`src/rtl/pulse_stretcher.sv`:
```
// Replays queued single-clk event strobes as LED flashes: ON_TICKS ticks lit,
// then GAP_TICKS ticks dark. The prescaler restarts on every state entry.
//
// state | meaning
// IDLE  | no flash in progress, waiting for a queued pulse
// ON    | led lit for ON_TICKS prescaler ticks
// GAP   | led dark for GAP_TICKS ticks before the next flash may start
module pulse_stretcher #(
  parameter int TICK_MAX  = 1000000,
  parameter int ON_TICKS  = 20,
  parameter int GAP_TICKS = 10,
  parameter int QUEUE_W   = 4
) (
  input  logic               clk,
  input  logic               rst,
  input  logic               pulse,
  input  logic               clr,
  output logic               led,
  output logic               busy,
  output logic [QUEUE_W-1:0] pending,
  output logic               overflow
);

  localparam int PW    = $clog2(TICK_MAX);
  localparam int MAXT  = (ON_TICKS > GAP_TICKS) ? ON_TICKS : GAP_TICKS;
  localparam int DW    = $clog2(MAXT + 1);
  localparam logic [QUEUE_W-1:0] Q_FULL = '1;

  typedef enum logic [1:0] {IDLE, ON, GAP} state_t;

  state_t          state_q, state_d;
  logic [PW-1:0]   presc_q, presc_d;
  logic [DW-1:0]   dur_q, dur_d;
  logic            led_d, busy_d;
  logic            tick, done, start;

  assign tick = (presc_q == PW'(TICK_MAX - 1));
  // dur_q counts remaining ticks down; the phase ends on the tick seen at zero
  assign done = tick && (dur_q == '0);

  always_comb begin
    state_d = state_q;
    led_d   = led;
    busy_d  = busy;
    dur_d   = dur_q;
    presc_d = tick ? '0 : presc_q + PW'(1);
    start   = 1'b0;
    case (state_q)
      IDLE: begin
        presc_d = '0;
        if (pending != '0) begin
          state_d = ON;
          start   = 1'b1;
          led_d   = 1'b1;
          busy_d  = 1'b1;
          dur_d   = DW'(ON_TICKS - 1);
        end
      end
      ON: begin
        if (done) begin
          state_d = GAP;
          led_d   = 1'b0;
          dur_d   = DW'(GAP_TICKS - 1);
          presc_d = '0;
        end else if (tick) begin
          dur_d = dur_q - DW'(1);
        end
      end
      GAP: begin
        if (done) begin
          presc_d = '0;
          if (pending != '0) begin
            state_d = ON;
            start   = 1'b1;
            led_d   = 1'b1;
            dur_d   = DW'(ON_TICKS - 1);
          end else begin
            state_d = IDLE;
            busy_d  = 1'b0;
            dur_d   = '0;
          end
        end else if (tick) begin
          dur_d = dur_q - DW'(1);
        end
      end
      default: begin
        state_d = IDLE;
        led_d   = 1'b0;
        busy_d  = 1'b0;
        dur_d   = '0;
        presc_d = '0;
      end
    endcase
  end

  always_ff @(posedge clk or posedge rst) begin
    if (rst) begin
      state_q <= IDLE;
      presc_q <= '0;
      dur_q   <= '0;
      led     <= 1'b0;
      busy    <= 1'b0;
    end else begin
      state_q <= state_d;
      presc_q <= presc_d;
      dur_q   <= dur_d;
      led     <= led_d;
      busy    <= busy_d;
    end
  end

  // clr wins over everything; a pulse coinciding with a flash start nets to zero
  always_ff @(posedge clk or posedge rst) begin
    if (rst) begin
      pending  <= '0;
      overflow <= 1'b0;
    end else if (clr) begin
      pending  <= '0;
      overflow <= 1'b0;
    end else if (pulse && start) begin
      pending <= pending;
    end else if (pulse) begin
      if (pending == Q_FULL) overflow <= 1'b1;
      else                   pending  <= pending + QUEUE_W'(1);
    end else if (start) begin
      pending <= pending - QUEUE_W'(1);
    end
  end

endmodule

```
`config.mk`:
```
export PLATFORM = sky130hd
export DESIGN_NAME = pulse_stretcher
export DESIGN_NICKNAME = d
export VERILOG_FILES = /design/src/rtl/pulse_stretcher.sv
export SDC_FILE = /design/constraint.sdc
export NUM_CORES = 1
export LEC_CHECK = 0
export BUFFER_PORTS_ARGS = -buffer_cell sky130_fd_sc_hd__buf_2
export CORE_MARGIN = 5
export CORE_UTILIZATION = 50
export DETAILED_ROUTE_END_ITERATION = 16
export PLACE_DENSITY_LB_ADDON = 0.05
export SYNTH_ARGS = -nofsm -noshare
export SYNTH_HDL_FRONTEND = slang
export SYNTH_SLANG_ARGS = --single-unit
```
`constraint.sdc`:
```
create_clock -name clk -period 3.4 [get_ports clk]
set_input_delay 0.34 -clock clk [delete_from_list [all_inputs] [get_ports clk]]
set_output_delay 0.34 -clock clk [all_outputs]
set_load 0.02 [all_outputs]
```
; ---- Word level (Yosys, flattened, before mapping)
; Cells that the tools add are included.
[word_totals]
regBits = 34
in_bits = 4
output_inout_bits = 7
word_cells = 70
[op_classes]
add_sub_neg = 4
n_eq_ne = 10
muxes = 34
bitwise_logic = 1
n_reduce_logical = 14
[op_table]
columns = operator, n
row1 = 20-bit two-way mux, 3
row2 = 5-bit two-way mux, 5
row3 = 20-bit by 1-bit adder with 20-bit output (second input constant), 1
row4 = 20-bit == test (second input constant), 1
row5 = 4-bit two-way mux, 5
row6 = 5-bit one-hot mux with 3 select lines, 1
row7 = 1-bit two-way mux, 13
row8 = 2-bit inequality test (second input constant), 5
row9 = 3-bit AND reduction, 3
row10 = 2-bit two-way mux, 3
row11 = 1-bit one-hot mux with 3 select lines, 2
row12 = 2-bit one-hot mux with 3 select lines, 1
row13 = 5-bit logical NOT, 1
row14 = 5-bit by 1-bit subtractor with 5-bit output (second input constant), 1
row15 = 4-bit by 1-bit adder with 4-bit output (second input constant), 1
row16 = 4-bit == test (second input constant), 1
row17 = 4-bit AND reduction, 1
row18 = 2-bit nonzero test, 2
row19 = 4-bit nonzero test, 1
row20 = 4-bit by 1-bit subtractor with 4-bit output (second input constant), 1
row21 = 3-bit inequality test (second input constant), 1
row22 = 3-bit nonzero test, 1
row23 = 2-bit by 1-bit == test with 1-bit output (second input constant), 1
row24 = 2-bit == test (second input constant), 1
row25 = other kinds (6), 7

; ---- Logic depth before layout (Yosys ltp)
; Gate-level depths: netlist (run 1).
[logic_depth]
depth_word = 8
mapped_depth = 8
ltp_nobuf = 8

; ---- Least setup slack after synthesis (run 1)
; Ideal clock, no wire load.
[synth_timing]
path_kind = register -> register
from = reg presc_q[6]
to = reg pending[0]
setup_time_ps = 128
arrival_ps = 2273
required_ps = 3272
path_slack_ps = 1000
stages_incl_launch_ff = 7
path_buffers = 0
synth_period_minus_slack_ps = 2400
cell_sequence = dfrtp_1 or4b_1 or4_4 nor3_4 o21ai_2 mux2i_2 mux2_1
[synth_via]
elab_chain_cells = 7
elab_cells_between_ends = 8
classes_between = eq/ne (2) / mux (2) / reduce/logical (4)
[synth_rtl]
columns = item, line_no
row1 = from (decl), 32  ; logic [PW-1:0] presc_q, presc_d;
row2 = from (signal assigned), 105  ; presc_q <= presc_d;
row3 = 20-bit == test (*), 37  ; assign tick = (presc_q == PW'(TICK_MAX - 1));
row4 = 1-bit logical AND (*), 39  ; assign done = tick && (dur_q == '0);
row5 = 1-bit two-way mux (*), 70  ; if (done) begin
row6 = 1-bit one-hot mux with 2 select lines (*), 48  ; case (state_q)
row7 = 1-bit logical AND, 120  ; end else if (pulse && start) begin
row8 = 2-bit inequality test (no line), -
row9 = 3-bit AND reduction (no line) (*), -
row10 = to (signal assigned), 121  ; pending <= pending;
row11 = to (signal assigned), 124  ; else pending <= pending + QUEUE_W'(1);
row12 = to (signal assigned), 126  ; pending <= pending - QUEUE_W'(1);
row13 = to (decl), 20  ; output logic [QUEUE_W-1:0] pending,
; Mark *: on every way between the ends. The rest lies on a longest branch, timed or not.
; A chain may end at the register's enable or synchronous reset.

; ---- Worst setup path in the final report (run 1)
[layout_timing]
from = reg presc_q[6]
to = reg pending[2]
; Same word-level chain as after synthesis.

==> run_results.csv, run 1 <==
group,metric,value,unit
synth,netlist_instances,211,
power_and_ir_drop,ir_drop,0.409,mV
floorplanning,rows,23,
cts,clk_pin_slew,0.08,ns
floorplanning,start_util,50.8,%
worst_setup_path,worst-endpoint-required,3.56,ns
sta,slew_headroom,38.1,%
synth,ys_seq_elements,34,
worst_setup_path,critPathArrivalTime,2.73,ns
synth,ys_async_sr_fraction,100,%
worst_setup_path,rrSetupSlack,0.84,ns
global_routing,antenna_found_initial,0,
power_and_ir_drop,sw_frac_of_total,40.2,%
floorplanning,die_w,73.0,um
cells_and_area,fill_cells,376,
detailed_routing,drt_iter0_drc,114,
detailed_routing,antenna_left,0,
cts,cts_max_path_buffers,2,
synth,synth_seq_area_share,42.8,%
sta,tns,0,ns
cts,clk_latency,0.29,ns
power_and_ir_drop,p_switching,0.000751,W
detailed_routing,drc,0,
detailed_routing,drt_pass1_iterations,4,
cts,cts-resized-gates,0,
cts,cts_tree,"done",
synth,syn_nets,224,
sta,fin_crit_sh,75.4,%
cts,cts.sinks,34,
cts,h-tree-depth,2,
cts,postCtsSetupBuffers,0,
synth,synth_edf_count,0,
worst_setup_path,cp-startpoint,"presc_q[6]",
cells_and_area,area_delta_synth_final,12.5,%
floorplanning,coreArea,3910,um^2
place,post_dp_cell_area,2100,um^2
place,place.gp.congestion,0.934,
detailed_routing,routed_wl,4120,um
worst_setup_path,r2r-start,"presc_q[6]",
synth,syn_avg_cell_area,9.42,um^2
worst_setup_path,r2r-end,"pending[2]",
worst_setup_path,endpoint_kind,"flop",
synth,syn_area,1990,um^2
global_routing,grt.overflow.total,0,
cells_and_area,nets,239,
detailed_routing,vias,1562,
power_and_ir_drop,power_density,836,nW/um^2
synth,yosys_warnings,0,
global_routing,grt_pass1_wl,7150,um
sta,slew_violations,0,
cells_and_area,antennaDiodeCount,0,
detailed_routing,wl_per_cell,14.9,um
cells_and_area,drive_gt1_share,15.0,%
worst_setup_path,crit_path_end,"pending[2]",
outcome,status,"complete, no violations",
sta,setup_viol,0,
cells_and_area,finalInstanceArea,2230,um^2
worst_setup_path,cp_max_fo,5,
worst_setup_path,path_class,"reg -> reg",
floorplanning,fp.dieH,73.0,um
global_routing,grt_util_all_layers,17.2,%
place,hpwl,2970,um
sta,hold_viol,0,
floorplanning,ios,11,
global_routing,first_global_vias,1513,
power_and_ir_drop,p_leak,1.01,nW
cts,cts_root_buf,"clkbuf_8",
worst_setup_path,start_kind,"flop",
sta,clock.fmax,0.390,GHz
sta,clock_skew,0.0133,ns
synth,synth_cell_types,50,
hold_path,min_path_type,"in -> async",
power_and_ir_drop,p_int,0.00112,W
cts,cts-buffers-inserted,5,
sta,min_period,2.56,ns
power_and_ir_drop,seq_power_share,30.4,%
flow_run,max_cap_viol_count,0,
detailed_routing,vias_per_cell,5.64,
sta,whs,0.130,ns
worst_setup_path,r2r.worst_path.cells,6,
power_and_ir_drop,p_comb_share,45.4,%
cts,cts_hold_buf,0,
floorplanning,dieArea,5330,um^2
synth,synth-main-ff-cell,"dfrtp_1",
sta,rsz0062_at_grt,"no",
sta,worstMarginPinSlew,0.920,ns
global_routing,grt_max_degree,35,
power_and_ir_drop,p_clk_share,24.1,%
place,port_buffers,10,
-- synth_stat cells, drive strengths merged, types with 2 or more instances --
cell type  instances  area (um^2)
a211oi             2         15.0
a21o               2         15.0
a21oi             11         55.1
a31oi              2         12.5
and3               7         46.3
buf                3         13.8
dfrtp             34          851
ha                 8          100
inv               10         37.5
mux2               4         45.0
mux2i              2         23.8
nand2             16         60.1
nand2b             3         18.8
nand3              6         30.0
nand4              3         18.8
nor2              34          128
nor2b              4         25.0
nor3               7         46.3
nor4b              2         17.5
o21ai              9         48.8
or2                3         21.3
or3                4         25.0
or4                3         27.5
or4b               2         20.0
xnor2              9         78.8
xor2               7         61.3
-- metal layers --
layer	share of wire, %	GRT usage [%]	wire, um	vias up
met5	0	0	0	-
met4	1.4	7.38	58	0
met3	3.2	3.31	133	7
met2	46	25.1	1910	27
met1	49	24.7	2020	759
li1	-	-	-	769
-- final cells by class --
type	instances	area, um^2	area share (%)
sequential	34	851	38.1
timing repair buffer	12	65.1	2.91
multi-input combinational	163	1080	48.4
clock buffer	5	68.8	3.08
tap	50	62.6	2.80
clock inverter	3	68.8	3.08
inverter	10	37.5	1.68
-- registers in the layout (all words and copies together), names as in the netlist --
| name | cells |
|---|---|
| presc_q | 20 |
| dur_q | 5 |
| pending | 4 |
| state_q | 2 |
| busy | 1 |
| led | 1 |
| overflow | 1 |
-- logic make-up (layout without fill, tap and decap cells) --
family	after synthesis	in the layout	share of synthesized area, %
DFF	34	34	42.8
buffers and inverters	14	30	2.77
and+or+nand+nor	97	97	25.4
muxes	6	6	3.46
adders and majority gates	9	9	6.05
xor gates and xnor gates	16	16	7.05
AOI/OAI and AO/OA	35	35	12.4
-- power by group through the flow --
stage / registers (W) / clock network [W] / logic (W)
after floorplan: 0.000596 / 0 / 0.000611
after global placement: 0.000567 / 0 / 0.000824
after detailed placement: 0.000574 / 0 / 0.000842
after CTS: 0.000567 / 0.000461 / 0.000851
after global routing: 0.000580 / 0.000479 / 0.000947
final: 0.000568 / 0.000451 / 0.000848
-- placed cells by master, fill, tap and decap left out, drive strengths merged, types with 2 or more instances in the layout --
master and n:
xor2 7, mux2 4, nand2 16, nor2 34
mux2i 2, clkbuf 5, dfrtp 34, or4 3
or3 4, nor3 7, nand2b 3, buf 12
a31oi 2, nor2b 4, or2 3, nand3 6
ha 8, a21o 2, nand4 3, nor4b 2
xnor2 9, or4b 2, o21ai 9, a211oi 2
and3 7, a21oi 11, inv 10, bufinv 2
-- how the worst min path moves through the flow --
| stage | from | to | slack [ns] | depth (start not counted) |
|---|---|---|---|---|
| 6_report | rst | presc_q[2] | 0.13 | 3 |
| 5_1_grt | rst | presc_q[18] | 0.18 | 3 |
| 4_1_cts | rst | presc_q[18] | 0.14 | 3 |
| 3_5_place_dp | rst | presc_q[18] | 0.46 | 3 |
| 3_3_place_gp | rst | presc_q[4] | 0.45 | 3 |
| 2_1_floorplan | presc_q[0] | presc_q[0] | 0.45 | 1 |
-- critical path, cell delays in order (launching register included) --
cell	delay, ns
dfrtp_1	0.42
or4b_1	0.52
or4_4	0.48
nor3_4	0.26
o21ai_2	0.11
mux2i_2	0.28
mux2_1	0.37
-- through the flow --
step	setup WS, ns	util, %	power, W	instances
2_1_floorplan	1.00	-	0.00121	211
3_3_place_gp	0.920	53.6	0.00139	269
3_5_place_dp	0.850	53.6	0.00142	269
4_1_cts	0.834	57.1	0.00188	277
5_1_grt	0.695	57.1	0.00201	277
6_report	0.835	57.1	0.00187	277
No activity file was read; power rests on OpenSTA's default activity.
==> inputs of run 2 (changes only) <==
==> constraint.sdc (replaced) <==
create_clock -name clk -period 2.4 [get_ports clk]
set_input_delay 0.24 -clock clk [delete_from_list [all_inputs] [get_ports clk]]
set_output_delay 0.24 -clock clk [all_outputs]
set_load 0.02 [all_outputs]
==> run_results.csv, run 2 (synthesis gave the netlist of run 1 again) <==
group,metric,value,unit
floorplanning,die_w,73.0,um
global_routing,grt.overflow.total,0,
cells_and_area,largestRegisters,"presc_q x20, dur_q x5, pending x4",
hold_path,min_path_type,"in -> async",
worst_setup_path,start_kind,"flop",
place,place_worst_setup_slack,-0.0170,ns
global_routing,first_global_vias,1712,
power_and_ir_drop,finalPower,0.00273,W
worst_setup_path,r2r.worst_path.cells,6,
detailed_routing,antenna_left,0,
floorplanning,ios,11,
cells_and_area,largest_register_ffs,20,
place,port_buffers,10,
detailed_routing,drt_iter0_drc,63,
outcome,status,"complete, no violations",
power_and_ir_drop,power_density,1150,nW/um^2
sta,setup_viol,0,
cts,clk_pin_slew,0.07,ns
sta,finalWorstSetupSlack,0.0384,ns
cts,cts_tree,"done",
worst_setup_path,rrSetupSlack,0.04,ns
global_routing,grt_pass1_wl,7650,um
worst_setup_path,path_class,"reg -> reg",
global_routing,grt_util_all_layers,18.0,%
detailed_routing,drc,0,
sta,rsz0062_at_grt,"yes",
worst_setup_path,critPathArrivalTime,2.54,ns
sta,slew_headroom,66.0,%
cells_and_area,antennaDiodeCount,0,
worst_setup_path,r2r-end,"dur_q[0]",
sta,clock.fmax,0.423,GHz
cells_and_area,fin_cells,295,
sta,clock_skew,0.0105,ns
detailed_routing,vias,1663,
global_routing,antenna_found_initial,0,
detailed_routing,vias_per_cell,5.64,
cells_and_area,area_delta_synth_final,19.0,%
cts,cts_max_path_buffers,2,
global_routing,grt_max_degree,35,
cells_and_area,drive_gt1_share,22.9,%
power_and_ir_drop,p_leak,1.09,nW
sta,worstMarginPinSlew,0.506,ns
place,placedCellCount,281,
sta,hold_viol,0,
sta,tns,0,ns
worst_setup_path,endpoint_kind,"flop",
flow_run,max_cap_viol_count,0,
cts,clk_latency,0.29,ns
detailed_routing,drt_pass1_iterations,4,
sta,fin_crit_sh,98.4,%
worst_setup_path,worst-endpoint-required,2.58,ns
detailed_routing,routed_wl,4400,um
cells_and_area,post-route-util,60.4,%
cells_and_area,largest_register,"presc_q",
place,hpwl,3120,um
sta,min_period,2.36,ns
cts,h-tree-depth,2,
floorplanning,fp.dieH,73.0,um
cells_and_area,fill_cells,355,
place,place.gp.congestion,0.901,
power_and_ir_drop,ir_drop,0.799,mV
floorplanning,start_util,50.8,%
floorplanning,rows,23,
cts,cts.sinks,34,
worst_setup_path,r2r-start,"presc_q[6]",
sta,slew_violations,0,
floorplanning,dieArea,5330,um^2
worst_setup_path,cp_max_fo,4,
cells_and_area,nets,257,
cells_and_area,mostFrequentLayoutCells,"34 x nor2_1, 34 x dfrtp_1, 19 x buf_4, 16 x nand2_1",
cts,cts-buffers-inserted,5,
cts,cts_root_buf,"clkbuf_8",
floorplanning,coreArea,3910,um^2
detailed_routing,wl_per_cell,14.9,um
[run 2: final cells by class]
class	instances	area (um^2)	area share, %
multi-input cells	163	1110	46.8
clock buffers	6	82.6	3.49
repair buffers	30	213	8.99
flip-flops and latches	34	851	36.0
well taps	50	62.6	2.65
clock inverters	2	12.5	0.529
inverters	10	37.5	1.59
[run 2: through the flow]
stage	hold slack, ns	area, um^2
global placement	0.357	2200
floorplan	0.382	1990
CTS	0.0655	2310
detailed placement	0.377	2200
finish	0.0459	2360
global route	0.0956	2360
[run 2: worst max path at each step]
stage / start / slack (ns) / end / cells past startpoint
floorplan: presc_q[6] / 0.05 / dur_q[0] / 6
global placement: presc_q[6] / 0.04 / dur_q[0] / 6
detailed placement: presc_q[6] / -0.02 / dur_q[0] / 6
CTS: presc_q[6] / 0.002 / dur_q[0] / 6
global route: presc_q[6] / -0.08 / pending[0] / 6
finish: presc_q[6] / 0.04 / dur_q[0] / 6
[run 2: worst max-delay path, cell delays in order (launching register included)]
cell	delay, ns
dfrtp_1	0.38
or4b_1	0.51
or4_4	0.47
or2_4	0.29
or4_1	0.42
a21oi_2	0.14
a21oi_1	0.05
[run 2: repair_timing]
item / in CTS / in global routing
pin swaps: 0 / 5
gates resized for setup: 2 / 3
buffers inserted: 1 / 5
endpoints found under the setup margin: 2 / 10
hold buffers: 0 / 0
[run 2: power breakdown]
group | switching, W | internal, W
Combinational | 0.000806 | 0.000692
Clock | 0.000217 | 0.000230
Sequential | 0.0000955 | 0.000685
Total | 0.00112 | 0.00161
[run 2: metal layers]
metal	GRT usage (%)	vias to the layer above	share of wire [%]	wire length [um]
met3	5.23	4	4.5	196
li1	-	805	-	-
met1	23.9	814	48	2100
met4	5.53	0	0.71	31
met5	0	-	0	0
met2	28.2	40	47	2070
==> inputs of run 3 (changes only) <==
--- a/config.mk
+++ b/config.mk
@@ -9,6 +9,7 @@
 export CORE_MARGIN = 5
 export CORE_UTILIZATION = 50
 export DETAILED_ROUTE_END_ITERATION = 16
+export GPL_ROUTABILITY_DRIVEN = 0
 export PLACE_DENSITY_LB_ADDON = 0.05
 export SYNTH_ARGS = -nofsm -noshare
 export SYNTH_HDL_FRONTEND = slang
==> constraint.sdc (replaced) <==
create_clock -name clk -period 2.4 [get_ports clk]
set_input_delay 0.12 -clock clk [delete_from_list [all_inputs] [get_ports clk]]
set_output_delay 0.12 -clock clk [all_outputs]
set_load 0.02 [all_outputs]
==> run_results.csv, run 3 (synthesis gave the netlist of run 1 again) <==
group,metric,value,unit
floorplanning,start_util,50.8,%
global_routing,antenna_found_initial,0,
sta,slew_violations,0,
sta,min_period,2.36,ns
detailed_routing,drt_iter0_drc,64,
outcome,status,"complete, no violations",
cells_and_area,fill_cells,354,
power_and_ir_drop,power_density,1150,nW/um^2
cts,h-tree-depth,2,
global_routing,first_global_vias,1718,
cts,cts_max_path_buffers,2,
cts,cts_root_buf,"clkbuf_8",
floorplanning,ios,11,
cells_and_area,antennaDiodeCount,0,
global_routing,grt_util_all_layers,18.0,%
detailed_routing,drc,0,
floorplanning,rows,23,
detailed_routing,antenna_left,0,
cts,cts-buffers-inserted,5,
worst_setup_path,cp_max_fo,4,
worst_setup_path,r2r-end,"dur_q[0]",
cells_and_area,largest_register,"presc_q",
hold_path,holdPathEnd,"overflow",
detailed_routing,routed_wl,4390,um
global_routing,grt_max_degree,35,
sta,setup_viol,0,
cells_and_area,drive_gt1_share,22.8,%
cts,clk_latency,0.29,ns
sta,clock.fmax,0.424,GHz
worst_setup_path,start_kind,"flop",
sta,rsz0062_at_grt,"yes",
worst_setup_path,cp.buffers_inverters,0,
cells_and_area,nets,258,
hold_path,min_path_type,"in -> reg",
flow_run,max_cap_viol_count,0,
worst_setup_path,path_cells,"or4b_1 -> or4_4 -> or2_4 -> or4_1 -> a21oi_2 -> a21oi_1",
cells_and_area,mostFrequentLayoutCells,"34 x nor2_1, 34 x dfrtp_1, 19 x buf_4, 16 x nand2_1",
cts,clk_pin_slew,0.07,ns
worst_setup_path,rrSetupSlack,0.04,ns
floorplanning,die_w,73.0,um
cells_and_area,multi_input_area,1110,um^2
detailed_routing,drt_pass1_iterations,4,
worst_setup_path,critPathArrivalTime,2.54,ns
worst_setup_path,endpoint_kind,"flop",
hold_path,min_from,"clr",
global_routing,grt.overflow.total,0,
detailed_routing,vias_per_cell,5.65,
cts,cts_tree,"done",
floorplanning,coreArea,3910,um^2
sta,whs,0.0958,ns
detailed_routing,wl_per_cell,14.8,um
place,hpwl,3120,um
worst_setup_path,worst-endpoint-required,2.58,ns
cells_and_area,area_delta_synth_final,19.5,%
floorplanning,dieArea,5330,um^2
global_routing,grt_pass1_wl,7660,um
hold_path,hold_path_depth,2,
worst_setup_path,r2r.worst_path.cells,6,
sta,clock_skew,0.00834,ns
sta,worstMarginPinSlew,0.508,ns
cells_and_area,largest_register_ffs,20,
power_and_ir_drop,p_leak,1.09,nW
worst_setup_path,r2r-start,"presc_q[6]",
cells_and_area,ff_latch_area,851,um^2
sta,fin_crit_sh,98.4,%
power_and_ir_drop,finalPower,0.00272,W
worst_setup_path,path_class,"reg -> reg",
detailed_routing,vias,1672,
cells_and_area,post-route-util,60.7,%
cells_and_area,largestRegisters,"presc_q x20, dur_q x5, pending x4",
worst_setup_path,slowest_delay,0.51,ns
power_and_ir_drop,ir_drop,0.799,mV
place,port_buffers,10,
sta,hold_viol,0,
sta,slew_headroom,65.9,%
worst_setup_path,crit_slowest_cell,"or4b_1",
worst_setup_path,critPathTopFamily,"simple AND/OR/NAND/NOR gates",
cts,cts.sinks,34,
floorplanning,fp.dieH,73.0,um
## run 3: cell types whose count changed in the layout (fill, tap and decap cells not counted)
cell	delta
dlygate4sd3_1	+1
## run 3: how the worst max path moves through the flow
| stage | endpoint | slack, ns | cells after the start | start |
|---|---|---|---|---|
| 2_1_floorplan | dur_q[0] | 0.05 | 6 | presc_q[6] |
| 5_1_grt | pending[0] | -0.08 | 6 | presc_q[6] |
| 3_3_place_gp | dur_q[0] | 0.04 | 6 | presc_q[6] |
| 6_report | dur_q[0] | 0.04 | 6 | presc_q[6] |
| 4_1_cts | dur_q[0] | 0.002 | 6 | presc_q[6] |
| 3_5_place_dp | dur_q[0] | -0.02 | 6 | presc_q[6] |
## run 3: layout make-up
| class | instances | share of cell area [%] |
|---|---|---|
| tap | 50 | 2.63 |
| sequential | 34 | 35.8 |
| timing repair buffer | 31 | 9.38 |
| clock inverter | 2 | 0.527 |
| clock buffer | 6 | 3.48 |
| inverter | 10 | 1.58 |
| multi-input combinational | 163 | 46.6 |
## run 3: per-layer routing
layer  up-vias  wire length [um]  global-route usage (%)
met4         0                31                    5.53
met2        40              2060                    28.3
met5         -                 0                       0
li1        806                 -                       -
met1       822              2110                    23.9
met3         4               191                    5.23
## run 3: per-stage QoR
step                setup TNS [ns]  cell area (um^2)  worst slack, ns  std cells
global placement                 0              2200           0.0422        281
detailed placement         -0.0170              2200          -0.0170        281
CTS                              0              2320          0.00168        291
global route                -0.288              2370          -0.0823        296
floorplan                        0              1990           0.0514        211
finish                           0              2370           0.0388        296
## run 3: timing repair
item	4_1_cts	5_1_grt
hold buffers	1	0
resized for setup	2	3
hold endpoints to repair	34	0
setup endpoints to repair	2	10
setup buffers	1	5
pin swaps	0	5
## run 3: where the power goes
group          switching (W)  internal (W)  total [W]  leakage [nW]
combinational       0.000806      0.000693    0.00150         0.586
sequential         0.0000954      0.000685   0.000781         0.458
clock               0.000214      0.000230   0.000445        0.0472
total                0.00112       0.00161    0.00272          1.09
